`src/rtl/pe_compute_seq.sv`:
```
// Sequential PE compute unit: valid/ready handshaked ALU with iterative divide and square root.
// Optional build macro SATURATE_EN: signed saturation for ADD/SUB/MUL/MAC plus a sat_flag output.
module pe_compute_seq #(
    parameter int dataLen  = 32,
    parameter int logNumFn = 3,
    parameter int peId     = 0,
    parameter int puId     = 0
) (
    input  logic                clk,
    input  logic                reset,
    input  logic                in_valid,
    output logic                in_ready,
    input  logic [logNumFn-1:0] fn,
    input  logic [dataLen-1:0]  operand1,
    input  logic [dataLen-1:0]  operand2,
    input  logic [dataLen-1:0]  operand3,
    output logic                out_valid,
    input  logic                out_ready,
    output logic [dataLen-1:0]  resultOut,
    output logic                eol_flag,
`ifdef SATURATE_EN
    output logic                sat_flag,
`endif
    output logic                div_zero
);

    localparam int HalfLen = dataLen / 2;
    localparam int CntW    = $clog2(dataLen);
    localparam int RemW    = HalfLen + 2;

    localparam logic [logNumFn-1:0] FnPass = logNumFn'(0);
    localparam logic [logNumFn-1:0] FnAdd  = logNumFn'(1);
    localparam logic [logNumFn-1:0] FnSub  = logNumFn'(2);
    localparam logic [logNumFn-1:0] FnMul  = logNumFn'(3);
    localparam logic [logNumFn-1:0] FnMac  = logNumFn'(4);
    localparam logic [logNumFn-1:0] FnDiv  = logNumFn'(5);
    localparam logic [logNumFn-1:0] FnSqr  = logNumFn'(6);

    localparam logic [CntW-1:0] DivLast = CntW'(dataLen - 1);
    localparam logic [CntW-1:0] SqrLast = CntW'(HalfLen - 1);

    if (dataLen < 8 || (dataLen % 2) != 0 || logNumFn < 3 || peId < 0 || puId < 0) begin : gBadParams
        $error("pe_compute_seq: unsupported parameter set");
    end

    typedef enum logic [1:0] {IDLE, BUSY, HOLD} stateT;

    stateT state;
    stateT nextState;

    logic accept;
    logic needsIter;
    logic lastIter;

    logic [CntW-1:0]    iterCnt;
    logic               iterSqr;
    logic [dataLen-1:0] divisor;
    logic [dataLen-1:0] divRem;
    // Holds the shifting quotient for DIV and the shifting radicand for SQR.
    logic [dataLen-1:0] work;
    logic [RemW-1:0]    sqRem;
    logic [HalfLen-1:0] sqRoot;

    logic [dataLen:0]   divShift;
    logic [dataLen-1:0] divRemNext;
    logic [dataLen-1:0] quoNext;
    logic [RemW-1:0]    sqShift;
    logic [RemW-1:0]    sqRemNext;
    logic [HalfLen-1:0] sqRootNext;

    logic [dataLen-1:0] fastRes;
    logic               fastEol;
    logic               fastDz;

`ifdef SATURATE_EN
    localparam logic [dataLen-1:0] SatMax = {1'b0, {(dataLen-1){1'b1}}};
    localparam logic [dataLen-1:0] SatMin = {1'b1, {(dataLen-1){1'b0}}};

    logic                        fastSat;
    logic signed [2*dataLen-1:0] mulFull;
    logic [2*dataLen:0]          macFull;
    logic                        mulOvf;
    logic                        macOvf;
`endif

    // State register
    always_ff @(posedge clk) begin
        if (reset) begin
            state <= IDLE;
        end else begin
            state <= nextState;
        end
    end

    // Next-state logic
    always_comb begin
        nextState = state;
        case (state)
            IDLE: begin
                if (accept) nextState = needsIter ? BUSY : HOLD;
            end
            BUSY: begin
                if (lastIter) nextState = HOLD;
            end
            HOLD: begin
                if (accept)         nextState = needsIter ? BUSY : HOLD;
                else if (out_ready) nextState = IDLE;
            end
            default: nextState = IDLE;
        endcase
    end

    // Handshake outputs
    always_comb begin
        in_ready  = (state == IDLE) || ((state == HOLD) && out_ready);
        out_valid = (state == HOLD);
        accept    = in_valid && in_ready;
    end

    always_comb begin
        needsIter = (fn == FnSqr) || ((fn == FnDiv) && (operand2 != '0));
        lastIter  = (iterCnt == (iterSqr ? SqrLast : DivLast));
    end

    // One restoring-divide step and one non-restoring square-root step.
    always_comb begin
        divShift = {divRem, work[dataLen-1]};
        if (divShift >= {1'b0, divisor}) begin
            divRemNext = dataLen'(divShift - {1'b0, divisor});
            quoNext    = {work[dataLen-2:0], 1'b1};
        end else begin
            divRemNext = divShift[dataLen-1:0];
            quoNext    = {work[dataLen-2:0], 1'b0};
        end

        // The remainder is kept modulo 2^RemW; its true value always fits, so the sign bit is exact.
        sqShift = {sqRem[RemW-3:0], work[dataLen-1 -: 2]};
        if (sqRem[RemW-1]) begin
            sqRemNext = sqShift + {sqRoot, 2'b11};
        end else begin
            sqRemNext = sqShift - {sqRoot, 2'b01};
        end
        sqRootNext = {sqRoot[HalfLen-2:0], ~sqRemNext[RemW-1]};
    end

`ifdef SATURATE_EN
    always_comb begin
        mulFull = $signed(operand1) * $signed(operand2);
        macFull = {mulFull[2*dataLen-1], mulFull} + {{(dataLen+1){operand3[dataLen-1]}}, operand3};
        mulOvf  = !((&mulFull[2*dataLen-1:dataLen-1]) || !(|mulFull[2*dataLen-1:dataLen-1]));
        macOvf  = !((&macFull[2*dataLen:dataLen-1]) || !(|macFull[2*dataLen:dataLen-1]));
    end
`endif

    // Single-cycle result
    always_comb begin
        fastRes = '0;
        fastDz  = 1'b0;
`ifdef SATURATE_EN
        fastSat = 1'b0;
`endif
        case (fn)
            FnPass: fastRes = operand1;
            FnAdd: begin
                fastRes = operand1 + operand2;
`ifdef SATURATE_EN
                if ((operand1[dataLen-1] == operand2[dataLen-1]) &&
                    (fastRes[dataLen-1] != operand1[dataLen-1])) begin
                    fastRes = operand1[dataLen-1] ? SatMin : SatMax;
                    fastSat = 1'b1;
                end
`endif
            end
            FnSub: begin
                fastRes = operand1 - operand2;
`ifdef SATURATE_EN
                if ((operand1[dataLen-1] != operand2[dataLen-1]) &&
                    (fastRes[dataLen-1] != operand1[dataLen-1])) begin
                    fastRes = operand1[dataLen-1] ? SatMin : SatMax;
                    fastSat = 1'b1;
                end
`endif
            end
            FnMul: begin
`ifdef SATURATE_EN
                fastRes = mulOvf ? (mulFull[2*dataLen-1] ? SatMin : SatMax) : mulFull[dataLen-1:0];
                fastSat = mulOvf;
`else
                fastRes = operand1 * operand2;
`endif
            end
            FnMac: begin
`ifdef SATURATE_EN
                fastRes = macOvf ? (macFull[2*dataLen] ? SatMin : SatMax) : macFull[dataLen-1:0];
                fastSat = macOvf;
`else
                fastRes = operand1 * operand2 + operand3;
`endif
            end
            FnDiv: begin
                // Only reaches HOLD directly when the divisor is zero.
                fastRes = '1;
                fastDz  = 1'b1;
            end
            default: fastRes = '0;
        endcase
        fastEol = (fn == FnSub) && (fastRes == '0);
    end

    // Datapath and registered results
    always_ff @(posedge clk) begin
        if (reset) begin
            resultOut <= '0;
            eol_flag  <= 1'b0;
            div_zero  <= 1'b0;
`ifdef SATURATE_EN
            sat_flag  <= 1'b0;
`endif
            iterCnt   <= '0;
            iterSqr   <= 1'b0;
            divisor   <= '0;
            divRem    <= '0;
            work      <= '0;
            sqRem     <= '0;
            sqRoot    <= '0;
        end else if (accept) begin
            iterCnt <= '0;
            if (needsIter) begin
                iterSqr <= (fn == FnSqr);
                divisor <= operand2;
                work    <= operand1;
                divRem  <= '0;
                sqRem   <= '0;
                sqRoot  <= '0;
            end else begin
                resultOut <= fastRes;
                eol_flag  <= fastEol;
                div_zero  <= fastDz;
`ifdef SATURATE_EN
                sat_flag  <= fastSat;
`endif
            end
        end else if (state == BUSY) begin
            iterCnt <= iterCnt + 1'b1;
            if (iterSqr) begin
                sqRem  <= sqRemNext;
                sqRoot <= sqRootNext;
                work   <= {work[dataLen-3:0], 2'b00};
            end else begin
                divRem <= divRemNext;
                work   <= quoNext;
            end
            if (lastIter) begin
                resultOut <= iterSqr ? {{HalfLen{1'b0}}, sqRootNext} : quoNext;
                eol_flag  <= 1'b0;
                div_zero  <= 1'b0;
`ifdef SATURATE_EN
                sat_flag  <= 1'b0;
`endif
            end
        end
    end

endmodule

```
`config.mk`:
```
export PLATFORM = sky130hd
export DESIGN_NAME = pe_compute_seq
export DESIGN_NICKNAME = d
export VERILOG_FILES = /design/src/rtl/pe_compute_seq.sv
export SDC_FILE = /design/constraint.sdc
export NUM_CORES = 2
export LEC_CHECK = 0
export CORE_ASPECT_RATIO = 1.25
export CORE_MARGIN = 4
export CORE_UTILIZATION = 69
export DETAILED_ROUTE_END_ITERATION = 12
export PLACE_DENSITY = 0.89
export SYNTH_ARGS = -nofsm -noshare
export SYNTH_HDL_FRONTEND = slang
export SYNTH_SLANG_ARGS = --single-unit
```
`constraint.sdc`:
```
create_clock -name clk -period 27.7 [get_ports clk]
set_input_delay 8.31 -clock clk [delete_from_list [all_inputs] [get_ports clk]]
set_output_delay 8.31 -clock clk [all_outputs]
set_load 0.01 [all_outputs]
```
==> run summary <==
crit path launch -> operand2[7]
Post-DP HPWL -> 70.5 mm
largest net degree at the start of global routing -> 91
MaxCap Viol Count -> 0
outcome -> finished clean
first-pass GRT wire length -> 151 mm
Synth warnings -> 0
initial antenna violation count -> 1
drt total wl -> 96.4 mm
vias in the first global route -> 28.6k
Startpoint Class -> input port
wire per inst -> 22.4 µm
post-synth cell types -> 83
Reg clk slew, reported paths -> 0.07 ns
Ports -> 139
Fillers -> 3,024
global route total overflow -> 0
Num CTS Buffers -> 17
register bit total from synthesis -> 171
Mapped Avg Cell Area -> 8.14 µm²
total negative slack -> 0 ns
CP Class -> in2reg
fin crit period -> 18.42 ns
Iter 0 DRT Violations -> 2,965
CP arrival -> 18.82 ns
ANT cells -> 0
GRT Util Overall -> 40.0%
Initial Util -> 70.0%
Yosys top cell area share -> 27.2%
R2R Path Start -> divisor[5]
Crit path largest cell delay -> 1.47 ns
worst min path class -> reg2reg
vias per cell -> 6.46
Via Count -> 27.8k
CTS tree -> done
CP most frequent cell -> fa_1
Slew Limit Fails -> 0
CTS root buf -> clkbuf_16
worst slack, placed -> 9.10 ns
crit path capture -> eol_flag
Worst slew margin -> 0.461%
RD Place Congestion -> 1.06
layout cells sized above 1 -> 3.51%
critical path fanouts, max -> 29
slowest stage cell, crit path -> clkdlybuf4s50_1
Fin. Hold Viols -> 0
clock tree sinks -> 171
Die Wd -> 195 µm
Tcrit/Tclk final -> 66.5%
setup ws final -> 9.28 ns
register area share after synthesis -> 11.3%
Main synth FF type -> dfxtp_1
RSZ-0062 raised after global routing -> no
Post-Synthesis Cells -> 3,724
drc violations -> 0
CTS Hold Bufs -> 0
Mapped Area -> 30,300 µm²
Post-CTS Repair Setup Buffers -> 0
Core Area -> 43,300 µm²
Post-CTS Resized -> 0
Synth area leaders -> fa_1 (27%), dfxtp_1 (11%), ha_1 (9.7%)
Worst-Skew Late Latency -> 0.47 ns
DIE AREA -> 47,400 µm²
Reg2Reg Depth -> 15
Synth area leader -> fa_1
I/O Buffers -> 138
syn_nets -> 4,474
worst-margin pin slew -> 1.49 ns
Crit Reg-Reg Endpoint -> resultOut[0]
FF-to-FF setup slack -> 22.84 ns
asr flop ratio synth -> 0%
Final ANT Viol Nets -> 0
DR pass1 iterations -> 9
number of flops mapped to enable cells by yosys -> 0
# H-tree levels -> 4
fmax -> 54.3 MHz
Cell Rows -> 85
Longest Clk Path Bufs -> 2
Die Span Y -> 242 µm
Worst setup EP type -> register
Area Growth Syn to Fin -> 7.59%
Post-layout nets -> 4,471
Setup Skew -> 0.0195 ns
setup violators final -> 0
required time worst endpoint -> 28.10 ns
==> metal layers <==
| metal | track usage, % | wire length [µm] | vias to the layer above |
|---|---|---|---|
| met5 | 0 | 24 | - |
| met4 | 25.0 | 7910 | 2 |
| met3 | 9.04 | 11000 | 566 |
| met2 | 64.6 | 44400 | 1857 |
| met1 | 48.4 | 33100 | 13200 |
| li1 | - | - | 12200 |
==> registers in the layout, indices dropped and copies added, names as in the netlist <==
register   cells
divRem        32
div_zero       1
divisor       32
eol_flag       1
iterCnt        5
iterSqr        1
resultOut     32
sqRem         17
sqRoot        16
state          2
work          32
==> worst max-delay path: cells and delay by family <==
kind / cells / cell delay, ns
fa+ha+maj: 10 / 4.73
compound gates: 13 / 2.80
buf+inv: 5 / 1.72
simple gates: 4 / 0.75
xor+xnor: 1 / 0.41
mux: 1 / 0.08
==> worst min path at each step <==
stage                  start  cells after the start            end
2_1_floorplan     divRem[31]                      2     divRem[31]
3_3_place_gp   resultOut[11]                      2  resultOut[11]
3_5_place_dp    resultOut[8]                      2   resultOut[8]
4_1_cts        resultOut[23]                      2  resultOut[23]
5_1_grt        resultOut[17]                      2  resultOut[17]
6_report       resultOut[23]                      2  resultOut[23]
==> synthesized netlist by cell type (22+ instances only) <==
cell type,instances
a31oi_1,25
fa_1,411
nand2_1,409
ha_1,236
xor2_1,77
a21oi_1,212
dfxtp_1,171
nor3_1,73
nor2_1,258
and2_1,284
o21ai_0,128
a22oi_1,35
a211oi_1,88
nand3_1,31
xnor2_1,135
nor2b_1,40
and3_1,22
inv_1,481
mux2i_1,64
a21o_1,53
nand2b_1,22
clkbuf_1,188
==> final cells by class <==
cell class | instances | area, µm² | area share, %
Clock buffer | 18 | 439 | 1.35
Timing Repair Buffer | 203 | 1870 | 5.73
Clock inverter | 14 | 159 | 0.487
Inverter | 482 | 1810 | 5.55
Multi-Input combinational cell | 2846 | 24200 | 74.2
Tap cell | 565 | 707 | 2.17
Sequential cell | 171 | 3420 | 10.5
==> cells in the final DEF (no fill, tap or decap), types with 25 or more instances in the layout <==
cell,count
a211oi_1,88
a21o_1,53
a21oi_1,212
a22oi_1,35
a31oi_1,25
and2_1,283
buf_4,66
clkdlybuf4s50_1,137
dfxtp_1,170
fa_1,411
ha_1,236
inv_1,481
mux2i_1,64
nand2_1,408
nand3_1,30
nor2_1,258
nor2b_1,40
nor3_1,72
o21ai_0,128
xnor2_1,135
xor2_1,77
==> stage by stage <==
| step | utilization [%] | cells | cell area, µm² | hold WS (ns) |
|---|---|---|---|---|
| 2_1_floorplan | - | 3724 | 30300 | 0.426 |
| 3_3_place_gp | 73.9 | 4267 | 32000 | 0.440 |
| 3_5_place_dp | 73.9 | 4267 | 32000 | 0.446 |
| 4_1_cts | 75.3 | 4299 | 32600 | 0.460 |
| 5_1_grt | 75.3 | 4299 | 32600 | 0.480 |
| 6_report | 75.3 | 4299 | 32600 | 0.457 |
==> cell families (layout without fill, tap and decap cells) <==
group	after synthesis	after routing	synth area share, %
DFF	171	171	11.3
adders and majority gates	647	647	36.9
and+or+nand+nor	1226	1226	19.8
buffers and inverters	707	717	8.94
AOI/OAI and AO/OA	694	694	14.7
xor gates and xnor gates	213	213	6.20
muxes	66	66	2.19
Power is not shown: default switching activity piles up to over one toggle a cycle in this logic, so the estimate is an artifact.
